--- config.mk ---
export PLATFORM = sky130hd
export DESIGN_NAME = card_dealer
export DESIGN_NICKNAME = d
export VERILOG_FILES = /design/src/rtl/card_dealer.sv
export SDC_FILE = /design/constraint.sdc
export NUM_CORES = 1
export LEC_CHECK = 0
export ABC_AREA = 1
export BUFFER_PORTS_ARGS = -buffer_cell sky130_fd_sc_hd__buf_2
export CORE_ASPECT_RATIO = 1.2
export CORE_MARGIN = 2
export CORE_UTILIZATION = 40
export DETAILED_ROUTE_END_ITERATION = 7
export PLACE_DENSITY_LB_ADDON = 0.08
export SYNTH_ARGS = -nofsm -noshare
export SYNTH_HDL_FRONTEND = slang
export SYNTH_SLANG_ARGS = --single-unit
--- constraint.sdc ---
create_clock -name clk -period 1.5 [get_ports clk]
set_input_delay 0.225 -clock clk [delete_from_list [all_inputs] [get_ports clk]]
set_output_delay 0.225 -clock clk [all_outputs]
set_load 0.01 [all_outputs]
--- src/rtl/card_dealer.sv ---
// Card dealer: free-running rank counter acting as the deck, captured into six
// card slots in baccarat order (P1,D1,P2,D2,P3,D3) on each debounced press.
module card_dealer #(
  parameter int CARD_MAX       = 13,
  parameter int LOCKOUT_CYCLES = 4
) (
  input  logic       clk,
  input  logic       reset,
  input  logic       deal_btn,
  input  logic       new_hand,
  output logic [3:0] pcard1,
  output logic [3:0] pcard2,
  output logic [3:0] pcard3,
  output logic [3:0] dcard1,
  output logic [3:0] dcard2,
  output logic [3:0] dcard3,
  output logic [2:0] deal_count,
  output logic       hand_full,
  output logic [3:0] card_value
);

  localparam int              LW        = (LOCKOUT_CYCLES > 1) ? $clog2(LOCKOUT_CYCLES) : 1;
  localparam logic [LW-1:0]   LOCK_INIT = LW'(LOCKOUT_CYCLES - 1);
  localparam logic [3:0]      CMAX      = 4'(CARD_MAX);

  typedef enum logic [1:0] {IDLE, LOCK, FULL} state_t;

  state_t        state_reg, state_next;
  logic [3:0]    card_reg;
  logic          btn_q_reg;
  logic [2:0]    count_reg, count_next;
  logic [LW-1:0] lock_reg, lock_next;
  logic [3:0]    slot_reg [6];
  logic          press;
  logic          deal_en;

  // The deck: keeps cycling regardless of hand state.
  always_ff @(posedge clk) begin
    if (reset)                card_reg <= 4'd1;
    else if (card_reg == CMAX) card_reg <= 4'd1;
    else                      card_reg <= card_reg + 4'd1;
  end

  // Reset to 1 so a button held through reset is not seen as a fresh press.
  always_ff @(posedge clk) begin
    if (reset) btn_q_reg <= 1'b1;
    else       btn_q_reg <= deal_btn;
  end

  assign press = deal_btn & ~btn_q_reg;

  always_ff @(posedge clk) begin
    if (reset) begin
      state_reg <= IDLE;
      count_reg <= 3'd0;
      lock_reg  <= '0;
    end else begin
      state_reg <= state_next;
      count_reg <= count_next;
      lock_reg  <= lock_next;
    end
  end

  always_comb begin
    state_next = state_reg;
    count_next = count_reg;
    lock_next  = lock_reg;
    deal_en    = 1'b0;
    if (new_hand) begin
      state_next = IDLE;
      count_next = 3'd0;
      lock_next  = '0;
    end else begin
      case (state_reg)
        IDLE: begin
          if (press) begin
            deal_en    = 1'b1;
            count_next = count_reg + 3'd1;
            if (count_reg == 3'd5) begin
              state_next = FULL;
            end else begin
              state_next = LOCK;
              lock_next  = LOCK_INIT;
            end
          end
        end
        LOCK: begin
          if (lock_reg == '0) state_next = IDLE;
          else                lock_next  = lock_reg - LW'(1);
        end
        FULL:    state_next = FULL;
        default: state_next = IDLE;
      endcase
    end
  end

  // Slot gi is filled by the deal made while deal_count == gi.
  generate
    for (genvar gi = 0; gi < 6; gi++) begin : g_slot
      always_ff @(posedge clk) begin
        if (reset || new_hand)
          slot_reg[gi] <= 4'd0;
        else if (deal_en && (count_reg == 3'(gi)))
          slot_reg[gi] <= card_reg;
      end
    end
  endgenerate

  always_comb begin
    pcard1     = slot_reg[0];
    dcard1     = slot_reg[1];
    pcard2     = slot_reg[2];
    dcard2     = slot_reg[3];
    pcard3     = slot_reg[4];
    dcard3     = slot_reg[5];
    deal_count = count_reg;
    hand_full  = (state_reg == FULL);
    card_value = card_reg;
  end

endmodule

==> results of run 1 <==
## layout make-up
type / count / area (sq um)
Timing Repair Buffer: 43 / 235
Inverter: 21 / 78.8
Tap cell: 54 / 67.6
Sequential cell: 36 / 961
Fill cell: 391 / 1960
Clock buffer: 7 / 76.3
Multi-Input combinational cell: 95 / 593
Clock inverter: 1 / 3.75
## power groups by stage
stage | Combinational, mW | Clock [mW] | Sequential, mW
after floorplan | 0.0964 | 0 | 1.17
after global placement | 0.198 | 0 | 1.14
after detailed placement | 0.207 | 0 | 1.14
after CTS | 0.207 | 0.655 | 1.12
after global routing | 0.222 | 0.696 | 1.13
final | 0.202 | 0.634 | 1.12
## routing by layer
| metal | GRT usage (%) | up-vias | share of wire, % |
|---|---|---|---|
| li1 | - | 591 | - |
| met1 | 15.4 | 522 | 42 |
| met2 | 24.3 | 28 | 51 |
| met3 | 4.69 | 5 | 5.0 |
| met4 | 6.67 | 0 | 2.0 |
| met5 | 0 | - | 0 |
## cell usage in the layout, fill, tap and decap left out, types with 7 or more instances in the layout
cell and instances:
edfxtp_1 24, buf_4 8, nand3_1 7, inv_1 20, ha_1 8, dfxtp_1 12, nand2_1 18, buf_2 35
nor2_1 36
## worst register-to-register path, cell delays in order, from the launching register on
cell and delay (ps):
dfxtp_1 340, nor2_4 170, nand2_4 100, nor2_4 90
buf_4 140, inv_2 50, o21ai_2 220
## repair_timing
action	CTS	global route
setup endpoints to repair	0	12
gates resized for setup	0	1
buffers inserted	0	0
## synth_stat cells, drive strengths merged
master / count / area, sq um
nor2: 41 / 193
edfxtp: 24 / 721
inv: 21 / 78.8
nand2: 19 / 78.8
dfxtp: 12 / 240
nand3: 12 / 123
ha: 8 / 100
a21oi: 5 / 25.0
o21ai: 5 / 32.5
buf: 2 / 27.5
nand3b: 2 / 15.0
and3: 1 / 6.26
xnor2: 1 / 8.76
xor2: 1 / 8.76
## final timing paths
kind	cells after the start	startpoint	to	slack (ps)
hold reg to reg	1	card_value[0]$_SDFF_PP1_	card_value[0]$_SDFF_PP1_	490
setup reg to reg	6	state_reg[1]$_SDFFE_PP0P_	slot_reg[4][0]$_SDFFCE_PN0P_	80
setup / recovery	6	state_reg[1]$_SDFFE_PP0P_	slot_reg[4][0]$_SDFFCE_PN0P_	80
hold / removal	3	deal_btn	btn_q_reg$_SDFF_PP1_	240
## metrics by stage
step / setup TNS [ps] / power, mW / worst slack, ps / hold slack [ps]
after floorplan: 0 / 1.26 / 125 / 402
after CTS: 0 / 1.98 / 68.3 / 229
after global placement: 0 / 1.34 / 104 / 460
after detailed placement: 0 / 1.35 / 79.0 / 473
after global routing: -70.6 / 2.04 / -10.2 / 232
final: 0 / 1.96 / 83.8 / 236
## cell families after synthesis
family | Yosys count | synth area share, %
buffers and inverters | 23 | 6.41
DFF | 36 | 58.0
xor gates and xnor gates | 2 | 1.06
and+or+nand+nor | 75 | 25.1
AOI/OAI and AO/OA | 10 | 3.47
adders and majority gates | 8 | 6.04
==> qor.csv, run 1 <==
metric;value;unit
synth_area;1660;sq um
track_usage;13.9;%
antenna_found_initial;0;
clk_pin_slew_worst_paths;70;ps
crit_type;reg2reg;
slowest_stage;dfxtp_1;
finalClockSkew;7.44;ps
ir_drop;0.423;mV
path_buf_inv;2;
slew_headroom;72.8;%
syn_to_final_growth;21.6;%
finalSetupViolations;0;
grt_max_degree;13;
hold_class;in2reg;
slowest_delay;340;ps
worst_pin_slew;407;ps
cts.sinks;36;
layout.cells.non_filler;257;
ctsHtreeMaxLevel;2;
dr_total_vias;1146;
arrival;1380;ps
fin_crit;1420;ps
via_per_inst;4.46;
ys_warn_count;0;
status;finished, final reports clean;
drive_gt1_share;30.5;%
drt_wl_total;2890;microns
post-dp-hpwl;2250;microns
cts_buffers;5;
rsz0062_at_grt;yes;
fin_nets;214;
drtPass1Iterations;4;
first_global_vias;1102;
crit_path_end_kind;flop;
routedWlPerCell;11.3;microns
largest_reg_flops;24;
place_inst;249;
p_comb_share;10.3;%
gp_congestion;0.763;
period_share;94.4;%
num_antenna_cells;0;
drv_cap;0;
worst-path-max-fanout;7;
pwr-share-seq;57.3;%
fmaxAchievable;706;MHz
initial_core_util;41.7;%
crit_path_start_kind;flop;
ant_nets;0;
final-hold-violation-count;0;
root_buffer;clkbuf_8;
cts-hold-fix-buffers;0;
crit_required;1460;ps
p_leak;0.918;nW
cp_top_family;simple AND/OR/NAND/NOR gates;
gr-total-overflow;0;
p_per_area;971;nW/um^2
p_sw_share;23.8;%
syn_nets;166;
synth.avg_cell_area;10.8;sq um
slew_violations;0;
design_area;2020;sq um
crit_top_cell;nor2_4;
std_cell_rows;25;
placed_cell_area;1930;sq um
die_h;74.5;microns
buffer_ports.inserted;35;
grt_pass1_wl;4810;microns
synth-seq-cells;36;
coreArea;3970;sq um
cts_tree;done;
drtIter0Drc;34;
final_util;50.7;%
yosysUniqueCellTypes;21;
syn_inst;154;
ys_seq_area_share;58.0;%
clkPwrFrac;32.4;%
ioPinCount;36;
worstPathCellList;nor2_4 > nand2_4 > nor2_4 > buf_4 > inv_2 > o21ai_2;
cts_buffer_depth;2;
clk_latency;280;ps
drc;0;
internal_power;1.49;mW
die_area;4680;sq um
die_width;62.8;microns
power.net_switching;465;uW
Power figures use the tool's default switching activity.
==> run 2: changes to the inputs <==
--- a/config.mk
+++ b/config.mk
@@ -9,9 +9,11 @@
 export BUFFER_PORTS_ARGS = -buffer_cell sky130_fd_sc_hd__buf_2
 export CORE_ASPECT_RATIO = 1.2
 export CORE_MARGIN = 2
-export CORE_UTILIZATION = 40
+export CORE_UTILIZATION = 50
 export DETAILED_ROUTE_END_ITERATION = 7
 export PLACE_DENSITY_LB_ADDON = 0.08
+export REMOVE_ABC_BUFFERS = 1
+export SETUP_SLACK_MARGIN = 0.4
 export SYNTH_ARGS = -nofsm -noshare
 export SYNTH_HDL_FRONTEND = slang
 export SYNTH_SLANG_ARGS = --single-unit
==> run 2 against run 1 <==
Total power down 2.0%. Global-route usage up 7.7 points. Fmax up 3.8%. First-iteration DRC count up 68%. Count of clock-buffer cells in the layout unchanged. Utilization up 29 points. Non-clock buffer count up 21. Clock power down 21%. Highest routed layer unchanged.
==> qor.csv, run 2 (synthesis results as in run 1) <==
metric;value;unit
finalSetupViolations;0;
min_path_cells;3;
rsz0062_at_grt;yes;
die_width;56.6;microns
cts_buffer_depth;2;
grt-busiest-layer;met2;
routedWlPerCell;16.3;microns
initial_core_util;53.3;%
worst_pin_slew;671;ps
p_sw_share;27.0;%
drc;0;
slew_violations;0;
crit_path_start_kind;flop;
ant_nets;0;
largest_reg_flops;24;
grt_pass1_wl;5910;microns
root_buffer;clkbuf_4;
use_met2;41.0;%
final_common_cell;buf_2;
pwr-share-seq;58.3;%
coreArea;3110;sq um
clk_pin_slew_worst_paths;120;ps
crit_path_end_kind;flop;
whs;170;ps
syn_to_final_growth;49.7;%
cts_tree;done;
mostFrequentLayoutCells;30 x buf_2, 24 x edfxtp_1, 20 x nor2_1;
p_leak;1.05;nW
drive_gt1_share;63.4;%
arrival;1580;ps
ir_drop;0.978;mV
fmaxAchievable;733;MHz
worst-path-max-fanout;4;
post-dp-hpwl;2290;microns
drv_cap;0;
hold_class;in2reg;
fin_crit;1360;ps
ioPinCount;36;
clkPwrFrac;26.1;%
drt_wl_total;4240;microns
cts.sinks;36;
clk_latency;360;ps
crit_type;reg2reg;
p_per_area;773;nW/um^2
cts_buffers;5;
fin_nets;235;
track_usage;21.6;%
gr-total-overflow;0;
ctsHtreeMaxLevel;2;
use_met3;5.24;%
p_comb_share;15.5;%
drtIter0Drc;57;
die_h;67.1;microns
met1_usage;20.2;%
gp_congestion;0.772;
buffer_ports.inserted;35;
power.net_switching;518;uW
internal_power;1.40;mW
drtPass1Iterations;5;
dr_total_vias;1352;
die_area;3790;sq um
grt_max_degree;15;
via_per_inst;5.20;
finalClockSkew;21.8;ps
std_cell_rows;22;
num_antenna_cells;0;
antenna_found_initial;0;
final-hold-violation-count;0;
slew_headroom;55.2;%
setup_tns;0;ps
r2r_cells;7;
status;finished, final reports clean;
crit_required;1710;ps
period_share;91.0;%
first_global_vias;1304;
[run 2: routing by layer]
metal	vias to the layer above	share of wire, %
met5	-	0
met2	51	55
met4	0	3.3
met1	646	37
li1	639	-
met3	16	5.4
[run 2: path summary, 6_finish.rpt]
kind / start / end / slack, ps
setup / recovery: deal_count[1]$_SDFFE_PP0P_ / slot_reg[1][0]$_SDFFCE_PN0P_ / 140
hold / removal: deal_btn / btn_q_reg$_SDFF_PP1_ / 170
setup reg to reg: deal_count[1]$_SDFFE_PP0P_ / slot_reg[1][0]$_SDFFCE_PN0P_ / 140
hold reg to reg: card_value[3]$_SDFF_PP0_ / card_value[0]$_SDFF_PP1_ / 550
[run 2: cell type report]
class                      count  area (sq um)
tap                           36          45.0
clock buffer                   7          45.0
fill                         176           628
inverter                      21          91.3
clock inverter                 1          5.00
multi-input combinational     95           822
timing repair buffer          64           483
sequential                    36           991
[run 2: critical path: stages, from the launching register on]
cell	delay [ps]
dfxtp_4	390
inv_6	70
ha_4	150
inv_1	50
nor2_2	160
buf_4	150
nand3_4	110
nor2_2	140
[run 2: through the flow]
stage	utilization [%]	cells	area, sq um	setup slack [ps]	total power, mW
4_1_cts	71.9	249	2240	207	1.85
2_1_floorplan	-	152	1630	17.0	1.26
3_5_place_dp	60.9	229	1900	35.5	1.34
3_3_place_gp	60.9	229	1900	109	1.33
6_report	79.8	260	2480	135	1.92
5_1_grt	79.8	260	2480	51.1	1.99
[run 2: repair_timing]
| item | CTS | global route |
|---|---|---|
| hold buffers | 0 | 0 |
| resized for setup | 57 | 45 |
| pin swaps | 14 | 12 |
| setup buffers | 12 | 11 |
| setup endpoints to repair | 68 | 87 |
| cloned | 0 | 0 |
[run 2: power by group through the flow]
| stage | combinational (mW) | sequential [mW] | clock, mW |
|---|---|---|---|
| 2_1_floorplan | 0.0912 | 1.17 | 0 |
| 4_1_cts | 0.238 | 1.12 | 0.498 |
| 3_3_place_gp | 0.192 | 1.14 | 0 |
| 5_1_grt | 0.320 | 1.12 | 0.545 |
| 3_5_place_dp | 0.198 | 1.15 | 0 |
| 6_report | 0.298 | 1.12 | 0.502 |
